$ cat src/rtl/alu_pkg.sv
// Shared ALU definitions: shift opcodes and default widths.
package alu_pkg;

  typedef enum logic [2:0] {
    SHIFT_SLL = 3'b000,
    SHIFT_SRL = 3'b001,
    SHIFT_SRA = 3'b010,
    SHIFT_ROL = 3'b011,
    SHIFT_ROR = 3'b100
  } shift_op_e;

  localparam int ALU_XLEN  = 32;
  localparam int ALU_TAG_W = 5;

endpackage

$ cat src/rtl/shift_level.sv
// One level of the logarithmic shifter: shifts/rotates by 2^LVL when en is set.
module shift_level
  import alu_pkg::*;
#(
  parameter int XLEN = ALU_XLEN,
  parameter int LVL  = 0
) (
  input  logic [XLEN-1:0] data,
  input  logic            en,
  input  logic [2:0]      op,
  output logic [XLEN-1:0] result
);

  localparam int AMT = 1 << LVL;

  always_comb begin
    result = data;
    if (en) begin
      case (op)
        SHIFT_SLL: result = {data[XLEN-AMT-1:0], {AMT{1'b0}}};
        SHIFT_SRL: result = {{AMT{1'b0}}, data[XLEN-1:AMT]};
        SHIFT_SRA: result = {{AMT{data[XLEN-1]}}, data[XLEN-1:AMT]};
        SHIFT_ROL: result = {data[XLEN-AMT-1:0], data[XLEN-1:XLEN-AMT]};
        SHIFT_ROR: result = {data[AMT-1:0], data[XLEN-1:AMT]};
        default:   result = data;
      endcase
    end
  end

endmodule

$ cat src/rtl/alu_shift_pipe.sv
// Elastic pipelined barrel shifter/rotator; stage k's levels sit after register k.
module alu_shift_pipe
  import alu_pkg::*;
#(
  parameter int XLEN   = ALU_XLEN,
  parameter int STAGES = 2,
  parameter int TAG_W  = ALU_TAG_W
) (
  input  logic             clk_i,
  input  logic             rst_i,
  input  logic             flush_i,
  input  logic             in_valid_i,
  output logic             in_ready_o,
  input  logic [XLEN-1:0]  a_i,
  input  logic [XLEN-1:0]  b_i,
  input  logic [2:0]       op_i,
  input  logic [TAG_W-1:0] tag_i,
  output logic             out_valid_o,
  input  logic             out_ready_i,
  output logic [XLEN-1:0]  result_o,
  output logic [TAG_W-1:0] tag_o
);

  localparam int L = $clog2(XLEN);

  logic             v_q     [STAGES];
  logic [XLEN-1:0]  d_q     [STAGES];
  logic [L-1:0]     sh_q    [STAGES];
  logic [2:0]       op_q    [STAGES];
  logic [TAG_W-1:0] tag_q   [STAGES];

  logic             nxt_v   [STAGES];
  logic [XLEN-1:0]  nxt_d   [STAGES];
  logic [L-1:0]     nxt_sh  [STAGES];
  logic [2:0]       nxt_op  [STAGES];
  logic [TAG_W-1:0] nxt_tag [STAGES];

  logic [XLEN-1:0]  lvl_out   [L];
  logic [XLEN-1:0]  stage_out [STAGES];
  logic [STAGES-1:0] adv;

  logic unused_b;
  assign unused_b = ^b_i[XLEN-1:L];

  // Stage k advances unless it and every stage after it are full with the output stalled.
  always_comb begin
    logic full;
    full = 1'b1;
    adv  = '0;
    for (int k = STAGES - 1; k >= 0; k--) begin
      full   = full & v_q[k];
      adv[k] = out_ready_i | !full;
    end
  end

  assign in_ready_o  = adv[0];
  assign out_valid_o = v_q[STAGES-1];
  assign result_o    = stage_out[STAGES-1];
  assign tag_o       = tag_q[STAGES-1];

  for (genvar k = 0; k < STAGES; k++) begin : g_nxt
    if (k == 0) begin : g_head
      assign nxt_v[k]   = in_valid_i;
      assign nxt_d[k]   = a_i;
      assign nxt_sh[k]  = b_i[L-1:0];
      assign nxt_op[k]  = op_i;
      assign nxt_tag[k] = tag_i;
    end else begin : g_body
      assign nxt_v[k]   = v_q[k-1];
      assign nxt_d[k]   = stage_out[k-1];
      assign nxt_sh[k]  = sh_q[k-1];
      assign nxt_op[k]  = op_q[k-1];
      assign nxt_tag[k] = tag_q[k-1];
    end
  end

  // Levels owned by stage S chain off register S; the last one feeds the next stage.
  for (genvar i = 0; i < L; i++) begin : g_lvl
    localparam int S = (i * STAGES) / L;
    logic [XLEN-1:0] lin;
    if (i == 0 || (((i - 1) * STAGES) / L) != S) begin : g_first
      assign lin = d_q[S];
    end else begin : g_chain
      assign lin = lvl_out[i-1];
    end
    shift_level #(.XLEN(XLEN), .LVL(i)) u_lvl (
      .data   (lin),
      .en     (sh_q[S][i]),
      .op     (op_q[S]),
      .result (lvl_out[i])
    );
    if (i == L - 1 || (((i + 1) * STAGES) / L) != S) begin : g_last
      assign stage_out[S] = lvl_out[i];
    end
  end

  always_ff @(posedge clk_i or posedge rst_i) begin
    if (rst_i) begin
      for (int k = 0; k < STAGES; k++) begin
        v_q[k]   <= 1'b0;
        d_q[k]   <= '0;
        sh_q[k]  <= '0;
        op_q[k]  <= '0;
        tag_q[k] <= '0;
      end
    end else begin
      for (int k = 0; k < STAGES; k++) begin
        if (flush_i)     v_q[k] <= 1'b0;
        else if (adv[k]) v_q[k] <= nxt_v[k];
        if (adv[k]) begin
          d_q[k]   <= nxt_d[k];
          sh_q[k]  <= nxt_sh[k];
          op_q[k]  <= nxt_op[k];
          tag_q[k] <= nxt_tag[k];
        end
      end
    end
  end

endmodule

$ cat config.mk
export PLATFORM = sky130hd
export DESIGN_NAME = alu_shift_pipe
export DESIGN_NICKNAME = d
export VERILOG_FILES = /design/src/rtl/alu_pkg.sv /design/src/rtl/shift_level.sv /design/src/rtl/alu_shift_pipe.sv
export SDC_FILE = /design/constraint.sdc
export NUM_CORES = 1
export LEC_CHECK = 0
export BUFFER_PORTS_ARGS = -buffer_cell sky130_fd_sc_hd__buf_2
export CAP_MARGIN = 10
export CORE_MARGIN = 1.5
export CORE_UTILIZATION = 64
export CTS_CLUSTER_SIZE = 8
export DETAILED_ROUTE_END_ITERATION = 7
export GPL_ROUTABILITY_DRIVEN = 0
export PLACE_DENSITY_LB_ADDON = 0.08
export SLEW_MARGIN = 20
export SYNTH_ARGS = -nofsm -noshare
export SYNTH_HDL_FRONTEND = slang
export SYNTH_SLANG_ARGS = --single-unit
$ cat constraint.sdc
create_clock -name clk_i -period 6.66 [get_ports clk_i]
set_clock_uncertainty 0.05 [all_clocks]
set_input_delay 1.332 -clock clk_i [delete_from_list [all_inputs] [get_ports clk_i]]
set_output_delay 1.332 -clock clk_i [all_outputs]
set_load 0.02 [all_outputs]
==> results.tsv <==
stage	metric	value	unit
status	status	finished, violations left	
status	failing checks	DRC	
sta	Relative slew margins	28.3	%
synthesis	cell count after synthesis	1035	
cells_and_area	nets	1134	
worst_setup_path	Worst setup SP type	flop	
worst_setup_path	Slowest cell on crit path	and2_1	
route	initial drt markers	1475	
cells_and_area	final instance area	0.00866	mm2
route	Vias per Instance	7.23	
pwr	leak pwr	3.57	nW
worst_setup_path	RR Startpoint	nxt_sh[0]	
synthesis	mux contribution to synthesized area	11.7	%
placement	Post-DP HPWL	18.3	mm
floorplan	core area	0.0121	mm2
pwr	proportion of power drawn by the clock network	26.4	%
sta	Slew Limit Fails	0	
synthesis	synthesized flop and latch total	89	
worst_setup_path	CP required	5280	ps
sta	setup TNS	0	ps
worst_setup_path	CP Data Arrival Time	2960	ps
global_routing	first-pass GRT wire length	42.1	mm
pwr	Peak supply drop	0.158	mV
synthesis	syn_nets	1112	
worst_hold_path	hold crit path type	flop to flop	
cells_and_area	Antenna diodes	0	
pwr	Gate power share	38.8	%
global_routing	GRT Util Overall	41.5	%
cells_and_area	commonest cells after routing, fill and taps aside	nor2_1, nand2_1, dfrtp_1, buf_2, a21oi_1	
sta	Final Hold Fails	0	
worst_setup_path	CP dominant cell by count	nor2_1	
sta	RSZ-0062 raised after global routing	no	
synthesis	Post-synth ARST share	100	%
synthesis	sequential area share after synthesis	28.0	%
route	DR WL/cell	21.6	um
placement	PortBufs	88	
clock_tree	CTS tree	done	
sta	Slew @ Worst Pin	1080	ps
clock_tree	Clock transition at path regs	70	ps
sta	final setup fails	0	
worst_hold_path	HP Start	tag_o[4]	
floorplan	DIE HEIGHT	114	um
worst_setup_path	crit-path cells	or2_2 -> nand2_1 -> and2_1 -> nor2_1 -> nor2_1 -> o21ai_0 -> a31oi_1 -> buf_2	
cells_and_area	area grow syn2layout	9.11	%
floorplan	# IOs	116	
floorplan	Die ar.	0.0131	mm2
synthesis	mapped cell area	0.00794	mm2
route	Final ANT Viol Nets	0	
synthesis	largest family of logic cells by synthesized area	compound AO/OA/AOI/OAI gates	
global_routing	Remaining Overflow, GRT	0	
worst_setup_path	kind of critical path	flop to primary output	
run	Max-cap violations	0	
placement	pre-CTS setup slack	2760	ps
worst_setup_path	Worst Setup End Kind	primary output	
route	# DRC	8	
floorplan	starting density of the core	65.8	%
cells_and_area	most common cell after layout, fill and taps aside	nor2_1	
synthesis	Simple-Gate Fraction of Synth Area	19.7	%
clock_tree	H-Tree Depth	3	
synthesis	Post-synth EDFFs	0	
clock_tree	cells resized by post-CTS repair	0	
sta	fin crit share	65.1	%
pwr	Power Density	231	mW/mm2
synthesis	Post-Synth XOR/XNOR Area	0.882	%
pwr	total power	0.00200	W
synthesis	yosys warns	0	
worst_setup_path	reg2reg setup slack	2790	ps
worst_setup_path	Worst Path Max Fanout	32	
pwr	sequential share of power	34.7	%
route	vias post-DR	8890	
pwr	switching power	0.000846	W
global_routing	vias in the first global route	7880	
worst_setup_path	crit-path max cell delay	870	ps
synthesis	Post-Synth Adder-Cell Area	0.126	%
synthesis	Synth cell types	77	
clock_tree	Clock Path Buffers	2	
clock_tree	# Post-CTS Setup Buffers	0	
placement	Placed Area	0.00834	mm2
synthesis	Synth Area in Compound Gates	33.6	%
synthesis	Main synth FF type	dfrtp_1	
cells_and_area	share of layout cells above drive strength 1	19.3	%
route	DR pass1 iterations	8	
worst_setup_path	CP startpoint	op_q[0]	
floorplan	Die X	114	um
floorplan	num rows	40	
sta	clock period minus final worst setup slack	4340	ps
clock_tree	clk sinks	89	
clock_tree	CTS root buf	clkbuf_16	
synthesis	Synth Area per Inst	7.67	um2
sta	setup ws final	2320	ps
pwr	sw frac	42.3	%
route	DRT Wirelength	26.5	mm
sta	maximum clock rate	230	MHz
pwr	internal power	0.00115	W
global_routing	largest net degree at the start of global routing	69	
clock_tree	CTS hold repair buffers	0	
clock_tree	CTS Buf Count	9	
global_routing	initial antenna violation count	1	
clock_tree	Worst-Skew Late Latency	370	ps
-- synth_stat cells (4+ instances only) --
library cell,n,area (um2)
nor2_1,156,586
a21o_1,8,60.1
or3_1,6,37.5
o221ai_1,8,70.1
a21oi_1,87,435
and2_1,5,31.3
o21ai_0,63,315
nor3b_1,8,60.1
nand2_1,99,372
a221oi_1,37,324
o21a_1,4,30.0
a31oi_1,26,163
o311a_1,4,40.0
clkbuf_1,68,255
or2_2,4,25.0
a211o_1,5,43.8
o21ai_1,4,20.0
mux2_2,57,642
o211ai_1,18,135
nand2b_1,9,56.3
a221o_1,5,50.1
a211oi_1,15,113
o22a_1,12,105
a22o_1,15,131
nor2b_1,7,43.8
nand3_1,16,80.1
mux2i_1,25,250
o31ai_1,7,52.6
buf_1,7,26.3
inv_1,11,41.3
nor3_1,22,110
and3_1,6,37.5
buf_2,20,100
o22ai_1,29,181
a311oi_1,4,35.0
dfrtp_1,89,2230
o2111ai_1,4,35.0
-- registers in the layout, indices dropped and copies added, names as in the netlist --
register,flops
g_lvl.lin,64
nxt_op,3
nxt_sh,5
nxt_tag,5
nxt_v,1
op_q,3
out_valid_o,1
sh_q,2
tag_o,5
-- logic make-up (layout without fill, tap and decap cells) --
group / count (synthesis) / after routing
AOI/OAI and AO/OA: 391 / 391
xor gates and xnor gates: 5 / 5
adders and majority gates: 1 / 1
buffers and inverters: 112 / 139
DFF: 89 / 89
muxes: 84 / 84
and+or+nand+nor: 353 / 353
-- path summary, 6_finish.rpt --
kind	endpoint	cells past startpoint
max in group asynchronous	nxt_sh[2]	3
worst min register to register	tag_o[4]	2
worst max-delay path	result_o[30]	8
worst min-delay path	tag_o[4]	2
worst max register to register	g_lvl[3].lin[10]	8
min in group asynchronous	g_lvl[0].lin[17]	2
-- power groups by stage --
| stage | registers [W] | clock network, W | logic, W |
|---|---|---|---|
| after floorplan | 0.000659 | 0 | 0.000571 |
| after global placement | 0.000697 | 0 | 0.000737 |
| after detailed placement | 0.000699 | 0 | 0.000748 |
| after CTS | 0.000689 | 0.000528 | 0.000752 |
| after global routing | 0.000702 | 0.000552 | 0.000837 |
| final | 0.000695 | 0.000529 | 0.000776 |
-- critical path, delay by kind of cell, from the launching register on --
family | cells | cell delay (ps)
and+or+nand+nor | 5 | 1630
DFF | 1 | 450
AOI/OAI and AO/OA | 2 | 330
buffers and inverters | 1 | 190
-- layer usage --
metal  GRT usage [%]  vias up  part of all wire, %
met3            14.2      155                   14
met5               0        -                 0.30
li1                -     3952                    -
met2            59.7      709                   43
met4            21.9        4                  5.5
met1            55.0     4070                   38
-- metrics by stage --
step / instances / hold slack [ps] / utilization, %
after detailed placement: 1213 / 401 / 69.2
after global routing: 1230 / 442 / 71.8
final: 1230 / 413 / 71.8
after floorplan: 1035 / 392 / -
after global placement: 1212 / 395 / 69.1
after CTS: 1229 / 418 / 71.7
-- layout make-up --
| class | count | area (um2) |
|---|---|---|
| clock buffers | 9 | 225 |
| repair buffers | 110 | 609 |
| multi-input cells | 834 | 5260 |
| inverters | 13 | 50.0 |
| flip-flops and latches | 89 | 2230 |
| fillers | 990 | 3400 |
| well taps | 168 | 210 |
| clock inverters | 7 | 81.3 |
Note: power is estimated with default switching activity, not from simulation.
